==> src/rtl/ifu_prefetch_if.sv <==
// Fetch-unit bus bundle: memory request/response, redirect and decode-side
// handshake. The fetch unit connects as master; memory and decode together
// form the slave side.
interface ifu_prefetch_if #(
  parameter int DATA_WIDTH = 32,
  parameter int ADDR_WIDTH = 32
);
  logic                  ifu_prefetch_req_valid_out;
  logic [ADDR_WIDTH-1:0] ifu_prefetch_req_addr_out;
  logic                  ifu_prefetch_req_ready_in;
  logic                  ifu_prefetch_resp_valid_in;
  logic [DATA_WIDTH-1:0] ifu_prefetch_resp_data_in;
  logic                  ifu_prefetch_redirect_valid_in;
  logic [ADDR_WIDTH-1:0] ifu_prefetch_redirect_addr_in;
  logic                  ifu_prefetch_out_valid_out;
  logic [DATA_WIDTH-1:0] ifu_prefetch_out_instr_out;
  logic [ADDR_WIDTH-1:0] ifu_prefetch_out_pc_out;
  logic                  ifu_prefetch_out_ready_in;

  modport master (
    output ifu_prefetch_req_valid_out, ifu_prefetch_req_addr_out,
    input  ifu_prefetch_req_ready_in,
    input  ifu_prefetch_resp_valid_in, ifu_prefetch_resp_data_in,
    input  ifu_prefetch_redirect_valid_in, ifu_prefetch_redirect_addr_in,
    output ifu_prefetch_out_valid_out, ifu_prefetch_out_instr_out, ifu_prefetch_out_pc_out,
    input  ifu_prefetch_out_ready_in
  );

  modport slave (
    input  ifu_prefetch_req_valid_out, ifu_prefetch_req_addr_out,
    output ifu_prefetch_req_ready_in,
    output ifu_prefetch_resp_valid_in, ifu_prefetch_resp_data_in,
    output ifu_prefetch_redirect_valid_in, ifu_prefetch_redirect_addr_in,
    input  ifu_prefetch_out_valid_out, ifu_prefetch_out_instr_out, ifu_prefetch_out_pc_out,
    output ifu_prefetch_out_ready_in
  );
endinterface

==> src/rtl/ifu_prefetch.sv <==
// Instruction fetch unit: owns the fetch PC, issues credit-limited sequential
// requests, buffers in-order responses in a prefetch FIFO and hands {instr, pc}
// to decode. Redirects flush the FIFO and drop responses still in flight.
// Optional: define IFU_PREFETCH_BYPASS_EN for a zero-cycle path from a
// response into an empty FIFO straight to decode.
module ifu_prefetch #(
  parameter int                    DATA_WIDTH = 32,
  parameter int                    ADDR_WIDTH = 32,
  parameter int                    FIFO_DEPTH = 4,
  parameter int                    PC_STEP    = 4,
  parameter logic [ADDR_WIDTH-1:0] RESET_ADDR = '0
) (
  input  logic           ifu_prefetch_clock_in,
  input  logic           ifu_prefetch_reset_in,
  ifu_prefetch_if.master bus
);
  localparam int CW = $clog2(FIFO_DEPTH + 1);
  localparam int PW = $clog2(FIFO_DEPTH);
  localparam logic [ADDR_WIDTH-1:0] STEP  = ADDR_WIDTH'(PC_STEP);
  localparam logic [ADDR_WIDTH-1:0] ALIGN = ~(ADDR_WIDTH'(PC_STEP - 1));

  logic [ADDR_WIDTH-1:0]                 fetch_pc_q, resp_pc_q;
  logic [FIFO_DEPTH-1:0][ADDR_WIDTH-1:0] pc_mem_q;
  logic [FIFO_DEPTH-1:0][DATA_WIDTH-1:0] instr_mem_q;
  logic [PW-1:0]                         rd_ptr_q, wr_ptr_q;
  logic [CW-1:0]                         cnt_q, outs_q, disc_q;

  logic          redir, hs, rsp, keep, push, pop, byp_take, not_empty, out_vld;
  logic [CW:0]   used;
  logic [CW-1:0] outs_d;

  assign redir     = bus.ifu_prefetch_redirect_valid_in;
  assign rsp       = bus.ifu_prefetch_resp_valid_in;
  assign not_empty = (cnt_q != '0);
  // Credit counts buffered plus in-flight words so every response has a slot.
  assign used      = {1'b0, cnt_q} + {1'b0, outs_q};

  assign bus.ifu_prefetch_req_valid_out = ifu_prefetch_reset_in && (used < (CW+1)'(FIFO_DEPTH));
  assign bus.ifu_prefetch_req_addr_out  = fetch_pc_q;
  assign hs     = bus.ifu_prefetch_req_valid_out & bus.ifu_prefetch_req_ready_in;
  assign keep   = rsp & (disc_q == '0);
  assign outs_d = outs_q + CW'(hs) - CW'(rsp);

`ifdef IFU_PREFETCH_BYPASS_EN
  logic byp;
  assign byp      = keep & ~not_empty;
  assign out_vld  = ~redir & (not_empty | byp);
  assign byp_take = byp & ~redir & bus.ifu_prefetch_out_ready_in;
  assign bus.ifu_prefetch_out_instr_out = not_empty ? instr_mem_q[rd_ptr_q] : bus.ifu_prefetch_resp_data_in;
  assign bus.ifu_prefetch_out_pc_out    = not_empty ? pc_mem_q[rd_ptr_q]    : resp_pc_q;
`else
  assign out_vld  = ~redir & not_empty;
  assign byp_take = 1'b0;
  assign bus.ifu_prefetch_out_instr_out = instr_mem_q[rd_ptr_q];
  assign bus.ifu_prefetch_out_pc_out    = pc_mem_q[rd_ptr_q];
`endif

  assign bus.ifu_prefetch_out_valid_out = out_vld;
  assign push = keep & ~redir & ~byp_take;
  assign pop  = out_vld & bus.ifu_prefetch_out_ready_in & not_empty;

  // PCs, counters and FIFO storage; redirect overrides push/pop/increment.
  always_ff @(posedge ifu_prefetch_clock_in or negedge ifu_prefetch_reset_in) begin
    if (!ifu_prefetch_reset_in) begin
      fetch_pc_q  <= RESET_ADDR;
      resp_pc_q   <= RESET_ADDR;
      pc_mem_q    <= {FIFO_DEPTH{RESET_ADDR}};
      instr_mem_q <= '0;
      rd_ptr_q    <= '0;
      wr_ptr_q    <= '0;
      cnt_q       <= '0;
      outs_q      <= '0;
      disc_q      <= '0;
    end else begin
      outs_q <= outs_d;
      if (redir) begin
        fetch_pc_q <= bus.ifu_prefetch_redirect_addr_in & ALIGN;
        resp_pc_q  <= bus.ifu_prefetch_redirect_addr_in & ALIGN;
        rd_ptr_q   <= wr_ptr_q;
        cnt_q      <= '0;
        disc_q     <= outs_d;
      end else begin
        if (hs) fetch_pc_q <= fetch_pc_q + STEP;
        if (rsp && !keep) disc_q <= disc_q - 1'b1;
        if (keep) resp_pc_q <= resp_pc_q + STEP;
        if (push) begin
          pc_mem_q[wr_ptr_q]    <= resp_pc_q;
          instr_mem_q[wr_ptr_q] <= bus.ifu_prefetch_resp_data_in;
          wr_ptr_q              <= wr_ptr_q + 1'b1;
        end
        if (pop) rd_ptr_q <= rd_ptr_q + 1'b1;
        cnt_q <= cnt_q + CW'(push) - CW'(pop);
      end
    end
  end
endmodule

==> src/flat_wrapper.sv <==
// flat-port wrapper written by rule: the top's interface ports become plain ports
module ifu_prefetch_flat 
#(
  parameter int                    DATA_WIDTH = 32,
  parameter int                    ADDR_WIDTH = 32,
  parameter int                    FIFO_DEPTH = 4,
  parameter int                    PC_STEP    = 4,
  parameter logic [ADDR_WIDTH-1:0] RESET_ADDR = '0
)
  (ifu_prefetch_clock_in, ifu_prefetch_reset_in, bus_ifu_prefetch_req_valid_out, bus_ifu_prefetch_req_addr_out, bus_ifu_prefetch_req_ready_in, bus_ifu_prefetch_resp_valid_in, bus_ifu_prefetch_resp_data_in, bus_ifu_prefetch_redirect_valid_in, bus_ifu_prefetch_redirect_addr_in, bus_ifu_prefetch_out_valid_out, bus_ifu_prefetch_out_instr_out, bus_ifu_prefetch_out_pc_out, bus_ifu_prefetch_out_ready_in);
  ifu_prefetch_if #(.DATA_WIDTH(DATA_WIDTH), .ADDR_WIDTH(ADDR_WIDTH)) bus_i ();
  input  logic ifu_prefetch_clock_in;
  input  logic ifu_prefetch_reset_in;
  output wire logic [$bits(bus_i.ifu_prefetch_req_valid_out)-1:0] bus_ifu_prefetch_req_valid_out;
  output wire logic [$bits(bus_i.ifu_prefetch_req_addr_out)-1:0] bus_ifu_prefetch_req_addr_out;
  input wire logic [$bits(bus_i.ifu_prefetch_req_ready_in)-1:0] bus_ifu_prefetch_req_ready_in;
  input wire logic [$bits(bus_i.ifu_prefetch_resp_valid_in)-1:0] bus_ifu_prefetch_resp_valid_in;
  input wire logic [$bits(bus_i.ifu_prefetch_resp_data_in)-1:0] bus_ifu_prefetch_resp_data_in;
  input wire logic [$bits(bus_i.ifu_prefetch_redirect_valid_in)-1:0] bus_ifu_prefetch_redirect_valid_in;
  input wire logic [$bits(bus_i.ifu_prefetch_redirect_addr_in)-1:0] bus_ifu_prefetch_redirect_addr_in;
  output wire logic [$bits(bus_i.ifu_prefetch_out_valid_out)-1:0] bus_ifu_prefetch_out_valid_out;
  output wire logic [$bits(bus_i.ifu_prefetch_out_instr_out)-1:0] bus_ifu_prefetch_out_instr_out;
  output wire logic [$bits(bus_i.ifu_prefetch_out_pc_out)-1:0] bus_ifu_prefetch_out_pc_out;
  input wire logic [$bits(bus_i.ifu_prefetch_out_ready_in)-1:0] bus_ifu_prefetch_out_ready_in;
  assign bus_ifu_prefetch_req_valid_out = bus_i.ifu_prefetch_req_valid_out;
  assign bus_ifu_prefetch_req_addr_out = bus_i.ifu_prefetch_req_addr_out;
  assign bus_i.ifu_prefetch_req_ready_in = bus_ifu_prefetch_req_ready_in;
  assign bus_i.ifu_prefetch_resp_valid_in = bus_ifu_prefetch_resp_valid_in;
  assign bus_i.ifu_prefetch_resp_data_in = bus_ifu_prefetch_resp_data_in;
  assign bus_i.ifu_prefetch_redirect_valid_in = bus_ifu_prefetch_redirect_valid_in;
  assign bus_i.ifu_prefetch_redirect_addr_in = bus_ifu_prefetch_redirect_addr_in;
  assign bus_ifu_prefetch_out_valid_out = bus_i.ifu_prefetch_out_valid_out;
  assign bus_ifu_prefetch_out_instr_out = bus_i.ifu_prefetch_out_instr_out;
  assign bus_ifu_prefetch_out_pc_out = bus_i.ifu_prefetch_out_pc_out;
  assign bus_i.ifu_prefetch_out_ready_in = bus_ifu_prefetch_out_ready_in;
  ifu_prefetch #(.DATA_WIDTH(DATA_WIDTH), .ADDR_WIDTH(ADDR_WIDTH), .FIFO_DEPTH(FIFO_DEPTH), .PC_STEP(PC_STEP), .RESET_ADDR(RESET_ADDR)) u_core (.ifu_prefetch_clock_in(ifu_prefetch_clock_in), .ifu_prefetch_reset_in(ifu_prefetch_reset_in), .bus(bus_i));
endmodule
==> config.mk <==
export PLATFORM = sky130hd
export DESIGN_NAME = ifu_prefetch_flat
export DESIGN_NICKNAME = d
export VERILOG_FILES = /design/src/rtl/ifu_prefetch_if.sv /design/src/rtl/ifu_prefetch.sv /design/src/flat_wrapper.sv
export SDC_FILE = /design/constraint.sdc
export NUM_CORES = 1
export LEC_CHECK = 0
export ABC_AREA = 1
export CAP_MARGIN = 20
export CELL_PAD_IN_SITES_DETAIL_PLACEMENT = 0
export CELL_PAD_IN_SITES_GLOBAL_PLACEMENT = 1
export CORE_UTILIZATION = 43
export CTS_CLUSTER_DIAMETER = 50
export DETAILED_ROUTE_END_ITERATION = 10
export HOLD_SLACK_MARGIN = 0.1
export PLACE_DENSITY_LB_ADDON = 0.25
export SETUP_SLACK_MARGIN = 0.15
export SYNTH_ARGS = -nofsm -noshare
export SYNTH_HDL_FRONTEND = slang
export SYNTH_SLANG_ARGS = --single-unit
==> constraint.sdc <==
create_clock -name ifu_prefetch_clock_in -period 2.9 [get_ports ifu_prefetch_clock_in]
set_input_delay 0.58 -clock ifu_prefetch_clock_in [delete_from_list [all_inputs] [get_ports ifu_prefetch_clock_in]]
set_output_delay 0.58 -clock ifu_prefetch_clock_in [all_outputs]
set_load 0.01 [all_outputs]
==> impl_metrics.ini, run 1 <==
[finish]
num-fill-cells = 3355
drive_gt1_share_pct = 7.41
antenna_cells = 0
design_area_mm2 = 0.0192
fin_util_pct = 54.1
syn_to_final_growth_pct = 24.2
num-nets-final = 2125

[detailed_routing]
avgRoutedWirePerCell_um = 17.1
vias_per_cell = 5.30
drc_errors = 0
wirelength_um = 43300
drt_iter0_markers = 1026
vias = 13400
dr.pass1.iters = 5
drtAntennaViolNets = 0

[synth]
synth_most_common_cell = nand2_1
yosys-top-cells-count = nand2_1 (465), o21ai_0 (346), dfrtp_1 (321), nor2_1 (185), inv_1 (133)
netlist_area_mm2 = 0.0155
synthTopCellsByArea = dfrtp_1 (52%), nand2_1 (11%), o21ai_0 (11%), nor2_1 (4.5%), inv_1 (3.2%)
synth_flop_cell = dfrtp_1
synth_seq_cells = 321
synth_cells = 1898
ys_types = 43
synth_area_leader_cell = dfrtp_1
synth_async_sr_flop_share_pct = 100
synth_warnings = 0
yosysTopAreaCellShare_pct = 52.0
syn_area_per_cell_um2 = 8.14
yosysSeqAreaShare_pct = 52.0
synth-edff-count = 0

[sta]
skew_ns = 0.0297
setup_viol = 0
rsz0062_at_grt = no
tightest_slew_ns = 0.955
period_needed_ns = 2.67
max_freq_ghz = 0.374
hold_violations = 0
relSlewSlack_pct = 36.3
setup_ws_ns = 0.227
drv_slew = 0
min_period_over_period_pct = 92.2

[outcome]
status = completed

[die]
die_h_um = 192
core-area_mm2 = 0.0355
fp-row-count = 69
ios = 168
dieWidth_um = 192
start_util_pct = 43.6
floorplan.die_area_mm2 = 0.0367

[global_route]
grt_antenna_before_repair = 0
gr-total-overflow = 0
grt_pass1_vias = 13100
grt_usage_pct = 24.4
grt_max_degree = 114
grt_pass1_wl_um = 70200

[pwr]
power_density_mw_per_mm2 = 1030
peakVddDrop_mv = 0.650
static-leakage-power_nw = 9.08

[placement]
dp_slack_ns = 0.255
placed_cell_area_mm2 = 0.0175
routabilityCongestion = 0.842
portBuffers = 161
hpwl_um = 26900

[critical_path]
cp_cell_sequence = buf_4 > bufbuf_16 > o21ai_0 > o22ai_1 > dlygate4sd2_1
path_buf_inv = 3
cp_data_required_time_ns = 2.32
criticalPathCategory = reg2out
cp-end-kind = output port
cpMaxStageDelayCell = dfrtp_4
cpPeakStageDelay_ns = 0.52
cp.arrival_ns = 2.09
crit_path_start = u_core.rd_ptr_q[0]
cp_max_fo = 19
r2r-start = u_core.outs_q[2]
path_delay_family = buffers and inverters
critPathLaunchType = register

[clocking]
cts_buffers = 42
worstSkewPairLatency_ns = 0.54
cts_buffer_depth = 3
cts.htree.levels = 2
cts_tree = yes
clkTransAtPathRegs_ns = 0.06
clock-root-buffer = clkbuf_16
clock-sinks = 321

[run]
maxCapViolCount = 0

[min_path]
hold_path_class = reg2reg
holdCritStartpoint = u_core.instr_mem_q[67]
==> where the power goes <==
group          internal, mW  switching, mW  leakage (nW)  total (mW)
sequential             6.07          0.994          4.19        7.07
combinational          3.27           4.15          4.19        7.43
clock                  3.25           1.95         0.688        5.20
==> worst register-to-register path: stages (launching register included) <==
cell,delay (ns)
dfrtp_1,0.39
ha_1,0.29
nor2_1,0.09
nand3_1,0.08
nor2_2,0.11
nand2_2,0.16
inv_2,0.15
ha_1,0.15
inv_1,0.05
fa_1,0.38
xnor2_1,0.21
nand2_1,0.08
nand2_1,0.07
o21ai_0,0.07
nand2_1,0.08
==> layout make-up <==
| class | instances | area [µm²] | share of cell area (%) |
|---|---|---|---|
| flip-flops and latches | 321 | 8040 | 41.9 |
| repair buffers | 204 | 2240 | 11.7 |
| multi-input cells | 1332 | 6420 | 33.4 |
| inverters | 138 | 533 | 2.78 |
| clock inverters | 15 | 203 | 1.06 |
| clock buffers | 56 | 1190 | 6.22 |
| well taps | 461 | 577 | 3.00 |
==> path summary, 6_finish.rpt <==
path | endpoint | slack, ns | depth (start not counted)
hold / removal | u_core.instr_mem_q[67] | 0.48 | 2
hold reg to reg | u_core.instr_mem_q[67] | 0.48 | 2
setup / recovery | bus_ifu_prefetch_out_instr_out[8] | 0.23 | 5
setup reg to reg | u_core.disc_q[2] | 0.46 | 14
max in group asynchronous | u_core.rd_ptr_q[0] | 0.83 | 4
min in group asynchronous | u_core.pc_mem_q[99] | 0.68 | 3
==> flip-flops by register name (all words and copies together) (netlist names) <==
name,flops
u_core.bus.ifu_prefetch_req_addr_out,30
u_core.cnt_q,3
u_core.disc_q,3
u_core.instr_mem_q,128
u_core.outs_q,3
u_core.pc_mem_q,120
u_core.rd_ptr_q,2
u_core.resp_pc_q,30
u_core.wr_ptr_q,2
==> per-stage QoR <==
step	std cells	setup TNS, ns	power [mW]	hold WS, ns
floorplan	1901	0	11.1	0.284
global placement	2441	0	14.3	0.460
detailed placement	2441	0	14.4	0.468
CTS	2525	-0.00114	19.9	0.482
global route	2527	0	21.1	0.489
finish	2527	0	19.7	0.480
==> layer usage <==
layer  part of all wire, %  vias up  GRT usage [%]
li1                      -     6560              -
met1                    45     6388           33.3
met2                    47      381           40.0
met3                   5.8       63           4.04
met4                   2.1        0           6.90
met5                     0        -              0
==> repair_timing <==
item,in CTS,in global routing
buffers inserted,5,2
cloned,7,0
hold buffers,1,0
endpoints found under the hold margin,18,0
gates resized for setup,79,4
setup endpoints to repair,62,12
pin swaps,1,0
==> cells in the final DEF (no fill, tap or decap), types with 6 or more instances in the layout <==
cell type        instances
nand2_1                465
o21ai_0                345
dfrtp_1                319
nor2_1                 185
inv_1                  131
clkdlybuf4s50_1         96
o21ai_1                 68
nand3_1                 62
dlygate4sd2_1           60
o22ai_1                 59
clkbuf_16               43
xor2_1                  22
buf_4                   18
nand4_1                 15
ha_1                    14
o211ai_1                12
buf_12                  12
a21oi_1                 11
nor3_1                  11
nor2_2                  10
clkbuf_8                 7
o21bai_1                 6
clkbuf_1                 6
==> cell families (layout without fill, tap and decap cells) <==
family	after synthesis	count (layout)	synth area share, %
AND/OR/NAND/NOR	768	768	20.5
AO/OA/AOI/OAI	517	517	17.8
adder cells (fa/ha/maj)	16	16	1.39
XOR/XNOR	27	27	1.53
other	1	4	0.0243
buffers and inverters	248	413	6.85
flip-flops	321	321	52.0
Power figures use the tool's default switching activity.
==> run 2, diff against run 1 <==
Settings changed: SETUP_SLACK_MARGIN 0.15 to unset.
==> impl_metrics.ini, run 2 (synthesized netlist as in run 1, its figures left out) <==
[outcome]
status = completed

[critical_path]
cp_data_required_time_ns = 2.32
reg2reg_depth = 14
cp_max_fo = 19
cp-end-kind = output port
critPathLaunchType = register
cp.arrival_ns = 2.29
criticalPathCategory = reg2out

[detailed_routing]
avgRoutedWirePerCell_um = 17.0
wirelength_um = 42800
vias_per_cell = 5.29
drtAntennaViolNets = 0
drc_errors = 0
dr.pass1.iters = 5
drt_iter0_markers = 991
vias = 13300

[sta]
drv_slew = 0
tightest_slew_ns = 0.952
rsz0062_at_grt = yes
max_freq_ghz = 0.349
hold_violations = 0
skew_ns = 0.0286
relSlewSlack_pct = 36.5
setup_ws_ns = 0.0306
min_period_over_period_pct = 98.9
setup_viol = 0
setup_tns_ns = 0
period_needed_ns = 2.87

[die]
dieWidth_um = 192
floorplan.die_area_mm2 = 0.0367
fp-row-count = 69
ios = 168
start_util_pct = 43.6
core-area_mm2 = 0.0355
die_h_um = 192

[clocking]
cts_buffer_depth = 3
cts.htree.levels = 2
clock-sinks = 321
cts_buffers = 42
clock-root-buffer = clkbuf_16
worstSkewPairLatency_ns = 0.54
cts_tree = yes
clkTransAtPathRegs_ns = 0.05

[placement]
hpwl_um = 26900
portBuffers = 161
dp_slack_ns = 0.255
routabilityCongestion = 0.842
placed_cell_area_mm2 = 0.0175
dp.cells = 2441

[global_route]
grt_pass1_wl_um = 68500
grt_pass1_vias = 13000
grt_antenna_before_repair = 0
grt_usage_pct = 23.6
gr-total-overflow = 0
grt_max_degree = 114

[finish]
antenna_cells = 0
final_common_cell = nand2_1
num-fill-cells = 3331
design_area_mm2 = 0.0192
syn_to_final_growth_pct = 24.3
top_register = u_core.instr_mem_q
largest_reg_flops = 128
num-nets-final = 2118
reg_top3 = u_core.instr_mem_q x128, u_core.pc_mem_q x120
most-common-layout-cells = nand2_1 (465), o21ai_0 (346), dfrtp_1 (319)
drive_gt1_share_pct = 7.04
final_cells = 2520

[pwr]
peakVddDrop_mv = 0.650
power_density_mw_per_mm2 = 1030
p_total_mw = 19.7
static-leakage-power_nw = 9.30

[min_path]
holdPathStages = 2
hold_path_class = reg2reg

[run]
maxCapViolCount = 0
run 2: worst paths after layout:
path	endpoint	slack, ns	start
max in group asynchronous	u_core.rd_ptr_q[0]	0.83	ifu_prefetch_reset_in
worst min-delay path	u_core.instr_mem_q[82]	0.48	u_core.instr_mem_q[82]
worst max-delay path	bus_ifu_prefetch_out_pc_out[3]	0.03	u_core.rd_ptr_q[0]
worst max register to register	u_core.disc_q[2]	0.38	u_core.outs_q[2]
worst min register to register	u_core.instr_mem_q[82]	0.48	u_core.instr_mem_q[82]
min in group asynchronous	u_core.pc_mem_q[99]	0.69	ifu_prefetch_reset_in
run 2: final cells by class:
| cell class | count | area, µm² | share of cell area [%] |
|---|---|---|---|
| Clock buffer | 56 | 1190 | 6.22 |
| Multi-Input combinational cell | 1332 | 6420 | 33.4 |
| Timing Repair Buffer | 197 | 2250 | 11.7 |
| Clock inverter | 15 | 203 | 1.05 |
| Sequential cell | 321 | 8040 | 41.8 |
| Inverter | 138 | 528 | 2.75 |
| Tap cell | 461 | 577 | 3.00 |
run 2: worst max-delay path: stages, from the launching register on:
cell	delay (ns)
dfrtp_4	0.57
inv_8	0.15
clkbuf_16	0.21
nor2_1	0.05
o22ai_1	0.21
clkdlybuf4s50_1	0.57
run 2: report_power, final:
| group | switching, mW | internal (mW) |
|---|---|---|
| clock | 1.94 | 3.25 |
| sequential | 1.01 | 6.07 |
| combinational | 4.09 | 3.37 |
run 2: stage by stage:
step                hold slack (ns)  util (%)
finish                        0.479      54.1
global route                  0.489      54.1
CTS                           0.482      53.7
detailed placement            0.468      49.3
floorplan                     0.284         -
global placement              0.460      49.3
run 2: layer usage:
metal / track usage (%) / share of wire (%) / wire length [µm] / vias to the layer above
met1: 32.3 / 46 / 19600 / 6370
met4: 6.81 / 2.2 / 924 / 0
li1: - / - / - / 6538
met5: 0 / 0 / 0 / -
met2: 38.6 / 47 / 20100 / 355
met3: 3.78 / 5.1 / 2180 / 69
run 2: what timing repair did:
action,in CTS,in global routing
endpoints found under the setup margin,58,34
buffers inserted,3,0
resized for setup,25,39
pin swaps,2,0
cloned,2,2
hold endpoints to repair,18,0
hold buffers,1,0
